$ cat config.mk
export PLATFORM = sky130hd
export DESIGN_NAME = auth_req_assembler
export DESIGN_NICKNAME = d
export VERILOG_FILES = /design/src/rtl/auth_req_assembler.sv
export SDC_FILE = /design/constraint.sdc
export NUM_CORES = 2
export LEC_CHECK = 0
export CAP_MARGIN = 20
export CORE_AREA = 2 2 404 406
export CTS_BUF_LIST = sky130_fd_sc_hd__clkbuf_4 sky130_fd_sc_hd__clkbuf_8 sky130_fd_sc_hd__clkbuf_16
export DETAILED_ROUTE_END_ITERATION = 12
export DIE_AREA = 0 0 406 408
export PLACE_DENSITY_LB_ADDON = 0.25
export RECOVER_POWER = 25
export SLEW_MARGIN = 20
export SYNTH_ARGS = -nofsm -noshare
export SYNTH_HDL_FRONTEND = slang
export SYNTH_SLANG_ARGS = --single-unit
$ cat constraint.sdc
create_clock -name clk -period 3.9 [get_ports clk]
set_input_delay 0.78 -clock clk [delete_from_list [all_inputs] [get_ports clk]]
set_output_delay 0.78 -clock clk [all_outputs]
set_load 0.05 [all_outputs]
$ cat src/rtl/auth_req_assembler.sv
// ---------------------------------------------------------------------------
// auth_req_assembler
//   Upstream stage of the authentication responder. Gathers a byte-serial
//   authentication request from the PD transport into a MSG_BITS-wide bus,
//   checks header, length and inter-byte timing, then offers each good
//   message to the responder with a held request/ack handshake. Bad
//   messages raise a one-cycle error pulse and are dropped.
//
// Ports
//   clk               in   rising-edge clock
//   reset             in   asynchronous reset, active low
//   byte_valid_in     in   transport byte valid
//   byte_data_in      in   transport byte
//   byte_last_in      in   final byte of message (qualified by valid)
//   byte_ready_out    out  assembler can accept a byte
//   resp_req_out      out  message available to responder
//   auth_msg_resp_out out  packed message, byte k at bits [8k+7:8k]
//   msg_len_out       out  byte count of presented message
//   resp_ack_in       in   responder consumed the message
//   err_out           out  one-cycle error pulse
//   err_code_out      out  01 timeout, 10 overflow, 11 format; held
// ---------------------------------------------------------------------------
module auth_req_assembler #(
  parameter int         MSG_BITS    = 1000,
  parameter int         TIMEOUT_CYC = 1024,
  parameter logic [7:0] PROTO_VER   = 8'h01,
  parameter int         MIN_BYTES   = 4
) (
  input  logic                clk,
  input  logic                reset,
  input  logic                byte_valid_in,
  input  logic [7:0]          byte_data_in,
  input  logic                byte_last_in,
  output logic                byte_ready_out,
  output logic                resp_req_out,
  output logic [MSG_BITS-1:0] auth_msg_resp_out,
  output logic [6:0]          msg_len_out,
  input  logic                resp_ack_in,
  output logic                err_out,
  output logic [1:0]          err_code_out
);

  localparam int MSG_BYTES = MSG_BITS / 8;
  localparam int TO_W      = $clog2(TIMEOUT_CYC + 1);

  localparam logic [6:0]      MAX_CNT = 7'(MSG_BYTES);
  localparam logic [6:0]      MIN_CNT = 7'(MIN_BYTES);
  localparam logic [TO_W-1:0] TO_LAST = TO_W'(TIMEOUT_CYC - 1);
  localparam logic [TO_W-1:0] TO_ONE  = TO_W'(1);

  localparam logic [1:0] ERR_TIMEOUT  = 2'b01;
  localparam logic [1:0] ERR_OVERFLOW = 2'b10;
  localparam logic [1:0] ERR_FORMAT   = 2'b11;

  typedef enum logic [1:0] {
    S_IDLE,
    S_COLLECT,
    S_PRESENT,
    S_DISCARD
  } state_e;

  state_e              state_q, state_d;
  logic [MSG_BITS-1:0] buf_q, buf_d;
  logic [6:0]          cnt_q, cnt_d;
  logic [6:0]          len_q, len_d;
  logic [TO_W-1:0]     idle_q, idle_d;
  logic                err_q, err_d;
  logic [1:0]          code_q, code_d;

  logic       accept;
  logic [6:0] cnt_inc;
  logic [9:0] wr_idx;

  function automatic logic hdr_pass(input logic [7:0] b0, input logic [6:0] n);
    return (b0 == PROTO_VER) && (n >= MIN_CNT);
  endfunction

  assign accept  = byte_valid_in & (state_q != S_PRESENT);
  assign cnt_inc = cnt_q + 7'd1;
  assign wr_idx  = {cnt_q, 3'b000};

  always_comb begin
    state_d = state_q;
    buf_d   = buf_q;
    cnt_d   = cnt_q;
    len_d   = len_q;
    idle_d  = idle_q;
    err_d   = 1'b0;
    code_d  = code_q;
    unique case (state_q)
      S_IDLE: begin
        // The buffer is always clear on entry to IDLE.
        idle_d = '0;
        if (accept) begin
          if (byte_last_in) begin
            if (hdr_pass(byte_data_in, 7'd1)) begin
              buf_d[7:0] = byte_data_in;
              cnt_d      = 7'd1;
              len_d      = 7'd1;
              state_d    = S_PRESENT;
            end else begin
              err_d  = 1'b1;
              code_d = ERR_FORMAT;
            end
          end else begin
            buf_d[7:0] = byte_data_in;
            cnt_d      = 7'd1;
            state_d    = S_COLLECT;
          end
        end
      end
      S_COLLECT: begin
        if (accept) begin
          // An accept always wins over a coincident timeout expiry.
          idle_d = '0;
          if (cnt_q == MAX_CNT) begin
            err_d   = 1'b1;
            code_d  = ERR_OVERFLOW;
            buf_d   = '0;
            cnt_d   = '0;
            state_d = byte_last_in ? S_IDLE : S_DISCARD;
          end else if (byte_last_in && !hdr_pass(buf_q[7:0], cnt_inc)) begin
            err_d   = 1'b1;
            code_d  = ERR_FORMAT;
            buf_d   = '0;
            cnt_d   = '0;
            state_d = S_IDLE;
          end else begin
            buf_d[wr_idx +: 8] = byte_data_in;
            cnt_d              = cnt_inc;
            if (byte_last_in) begin
              len_d   = cnt_inc;
              state_d = S_PRESENT;
            end
          end
        end else if (idle_q == TO_LAST) begin
          err_d   = 1'b1;
          code_d  = ERR_TIMEOUT;
          buf_d   = '0;
          cnt_d   = '0;
          idle_d  = '0;
          state_d = S_IDLE;
        end else begin
          idle_d = idle_q + TO_ONE;
        end
      end
      S_PRESENT: begin
        if (resp_ack_in) begin
          buf_d   = '0;
          cnt_d   = '0;
          len_d   = '0;
          state_d = S_IDLE;
        end
      end
      S_DISCARD: begin
        // Remainder of an overflowed message; its error was already reported.
        if (accept) begin
          idle_d = '0;
          if (byte_last_in) state_d = S_IDLE;
        end else if (idle_q == TO_LAST) begin
          idle_d  = '0;
          state_d = S_IDLE;
        end else begin
          idle_d = idle_q + TO_ONE;
        end
      end
    endcase
  end

  always_ff @(posedge clk or negedge reset) begin
    if (!reset) begin
      state_q <= S_IDLE;
      buf_q   <= '0;
      cnt_q   <= '0;
      len_q   <= '0;
      idle_q  <= '0;
      err_q   <= 1'b0;
      code_q  <= '0;
    end else begin
      state_q <= state_d;
      buf_q   <= buf_d;
      cnt_q   <= cnt_d;
      len_q   <= len_d;
      idle_q  <= idle_d;
      err_q   <= err_d;
      code_q  <= code_d;
    end
  end

  // Ready is gated by reset so every output reads 0 while reset is held.
  assign byte_ready_out    = reset & (state_q != S_PRESENT);
  assign resp_req_out      = (state_q == S_PRESENT);
  assign auth_msg_resp_out = buf_q;
  assign msg_len_out       = len_q;
  assign err_out           = err_q;
  assign err_code_out      = code_q;

endmodule

==> summary.txt <==
Max VDD drop -> 0.374 mV
RSZ-0062 raised after global routing -> false
Inst Count DP -> 6561
sequential share of the synthesized area -> 61.6%
first drt pass iteration count -> 5
Max Fanout on Critical Path -> 13
CTS HTree Levels -> 3
first-pass GRT wire length -> 300000 um
Worst EP arrival -> 4.25 ns
P per Cell Area -> 503 nW/um2
Final setup viols -> 0
antenna viol nets, final -> 0
grt met2 use -> 40.3%
final worst slack -> 0.237 ns
post-CTS setup buffer count -> 0
Worst Path Required -> 4.49 ns
Relative slew margins -> -63.0%
largest area contributor in the netlist -> dfrtp_1
crit end category -> register
routed len/inst -> 31.9 um
grt total ovfl -> 0
Syn-to-layout area delta -> 44.2%
Initial DRC Count -> 2953
Fmax -> 273 MHz
Cell Rows -> 148
async set or reset register ratio after synthesis -> 100%
Max-Cap Viols -> 7
DRT Wirelength -> 216000 um
GR Util met3 -> 6.85%
top-area cell type share of the netlist area -> 61.6%
Top Ports -> 1025
worst slack, placed -> -0.0606 ns
Worst Reg-to-Reg Cells -> 9
CTS root buffer -> clkbuf_16
CTS Buf Count -> 116
Post-synth EDFFs -> 0
Tot GR Track Use -> 25.5%
Final Net Count -> 4530
met1 Usage GRT -> 33.2%
Post-Layout Cell Count -> 6785
number of global-route vias before repair -> 36200
vias per cell -> 5.27
Core Area -> 162000 um2
Synth Warn # -> 0
cells after synthesis -> 3326
Power, Total -> 30.3 mW
leading cell types in the layout, fill and taps excluded -> dfrtp_1 (1030), clkdlybuf4s50_1 (1014), a22o_1 (369)
CTS tree -> done
Synth Cell Area -> 41900 um2
clk_skew -> 0.0459 ns
top_reg_cell synth -> dfrtp_1
leakage power -> 25.2 nW
Crit Path Class -> reg -> reg
min Tclk post-route -> 3.66 ns
clock sinks -> 1030
Yosys cell types -> 87
Initial Util -> 25.9%
dominant cells by area after synthesis -> dfrtp_1 (62%), a22o_1 (7.7%), o2bb2ai_1 (6.6%), nand3_1 (2.4%), mux2_2 (1.9%)
Syn Nets -> 3351
die height -> 408 um
Max Root-Sink Buffers -> 3
max-slew violation count -> 555
status -> finished with violations
I/O Buffers -> 1024
Fin. Hold Viols -> 0
die area -> 166000 um2
startpoint types -> register
failing checks -> capacitance limit, slew limit
most common cell after layout, fill and taps aside -> dfrtp_1
Synth Register Bits -> 1030
fillcell total -> 15900
busiest grt layer -> met2
Slew @ Worst Pin -> 2.45 ns
initial antenna violation count -> 5
Clk pin slew, worst setup/hold paths -> 0.06 ns
final period utilization -> 93.9%
GP Congestion -> 0.877
Mapped Avg Cell Area -> 12.6 um2
WHS -> 0.456 ns
DIE WIDTH -> 406 um
share of cells above drive strength 1 -> 15.5%
largest net degree at the start of global routing -> 169
Detail Placement HPWL -> 162000 um
Worst Hold Class -> in -> async
Vias -> 35700
# DRC -> 0
worst skew pair latency -> 0.79 ns
final cells by class:
| cell class | instances | area, um2 | share of cell area, % |
|---|---|---|---|
| well taps | 2175 | 2720 | 4.51 |
| multi-input cells | 2015 | 15000 | 24.8 |
| clock inverters | 59 | 890 | 1.47 |
| diodes | 4 | 10.0 | 0.0166 |
| clock buffers | 160 | 3350 | 5.55 |
| repair buffers | 1278 | 12400 | 20.5 |
| flip-flops and latches | 1030 | 25800 | 42.7 |
| inverters | 64 | 240 | 0.398 |
sequential cells by signal, indices dropped and copies added (netlist names):
name,cells
idle_q,11
cnt_q,7
msg_len_out,7
err_out,1
err_code_out,2
state_q,2
auth_msg_resp_out,1000
metrics by stage:
| step | setup TNS [ns] | util, % | cell area [um2] |
|---|---|---|---|
| 6_report | 0 | 37.3 | 60300 |
| 5_1_grt | 0 | 37.3 | 60300 |
| 4_1_cts | 0 | 37.4 | 60400 |
| 3_5_place_dp | -0.443 | 34.7 | 56200 |
| 3_3_place_gp | -0.0702 | 34.7 | 56200 |
| 2_1_floorplan | 0 | - | 41900 |
power breakdown:
| group | switching, mW | internal [mW] | total, mW | leakage [nW] |
|---|---|---|---|---|
| logic | 5.74 | 1.70 | 7.44 | 8.79 |
| registers | 0.0671 | 10.8 | 10.8 | 14.4 |
| clock network | 4.93 | 7.13 | 12.1 | 2.08 |
synthesized netlist by cell type (6+ instances only):
library cell / number
dfrtp_1: 1030
a22o_1: 370
o2bb2ai_1: 315
nand3_1: 201
nand2_1: 142
nor2_1: 141
clkbuf_1: 105
buf_2: 74
mux2_2: 72
o31ai_1: 70
a21oi_1: 66
inv_1: 62
nor3_1: 59
o21ai_0: 59
a21oi_2: 47
a32o_1: 47
o22ai_1: 43
nand4_1: 37
and2_1: 34
nor4_1: 34
and3_1: 25
buf_4: 24
o41ai_1: 22
mux2i_1: 20
a31o_2: 18
nor3b_1: 17
nor4_4: 15
ha_1: 12
nand2b_1: 11
nor2_2: 10
nor3_2: 10
nor3_4: 10
buf_1: 9
nand3_2: 9
nor2b_1: 6
or3_1: 6
metal layers:
layer,routed length (um),vias up
li1,-,15100
met5,24,-
met4,8720,4
met2,100000,1493
met1,90100,18800
met3,17000,301
worst paths after layout:
kind / from / to / slack, ns
setup / recovery: state_q[1] / auth_msg_resp_out[915] / 0.24
hold / removal: reset / auth_msg_resp_out[186] / 0.46
setup reg to reg: state_q[1] / auth_msg_resp_out[915] / 0.24
hold reg to reg: auth_msg_resp_out[424] / auth_msg_resp_out[424] / 0.49
max in group asynchronous: reset / auth_msg_resp_out[615] / 0.59
min in group clk: auth_msg_resp_out[424] / auth_msg_resp_out[424] / 0.49
what timing repair did:
action / 4_1_cts / 5_1_grt
hold buffers: 1 / 0
resized for setup: 0 / 0
endpoints found under the hold margin: 15 / 0
cells by family after synthesis:
kind of cell | synth area share [%]
AOI/OAI and AO/OA | 21.8
DFF | 61.6
and+or+nand+nor | 10.6
buffers and inverters | 3.05
muxes | 2.42
adders and majority gates | 0.359
xor gates and xnor gates | 0.227
worst max-delay path, cell delays in order (launching register included):
cell	delay [ns]
dfrtp_1	0.43
inv_1	0.12
ha_1	0.49
mux2_2	0.28
nand4_1	0.32
a221oi_4	0.85
buf_4	0.38
nand3_1	0.32
nand3_1	0.20
o31ai_1	0.08
Power figures use the tool's default switching activity.
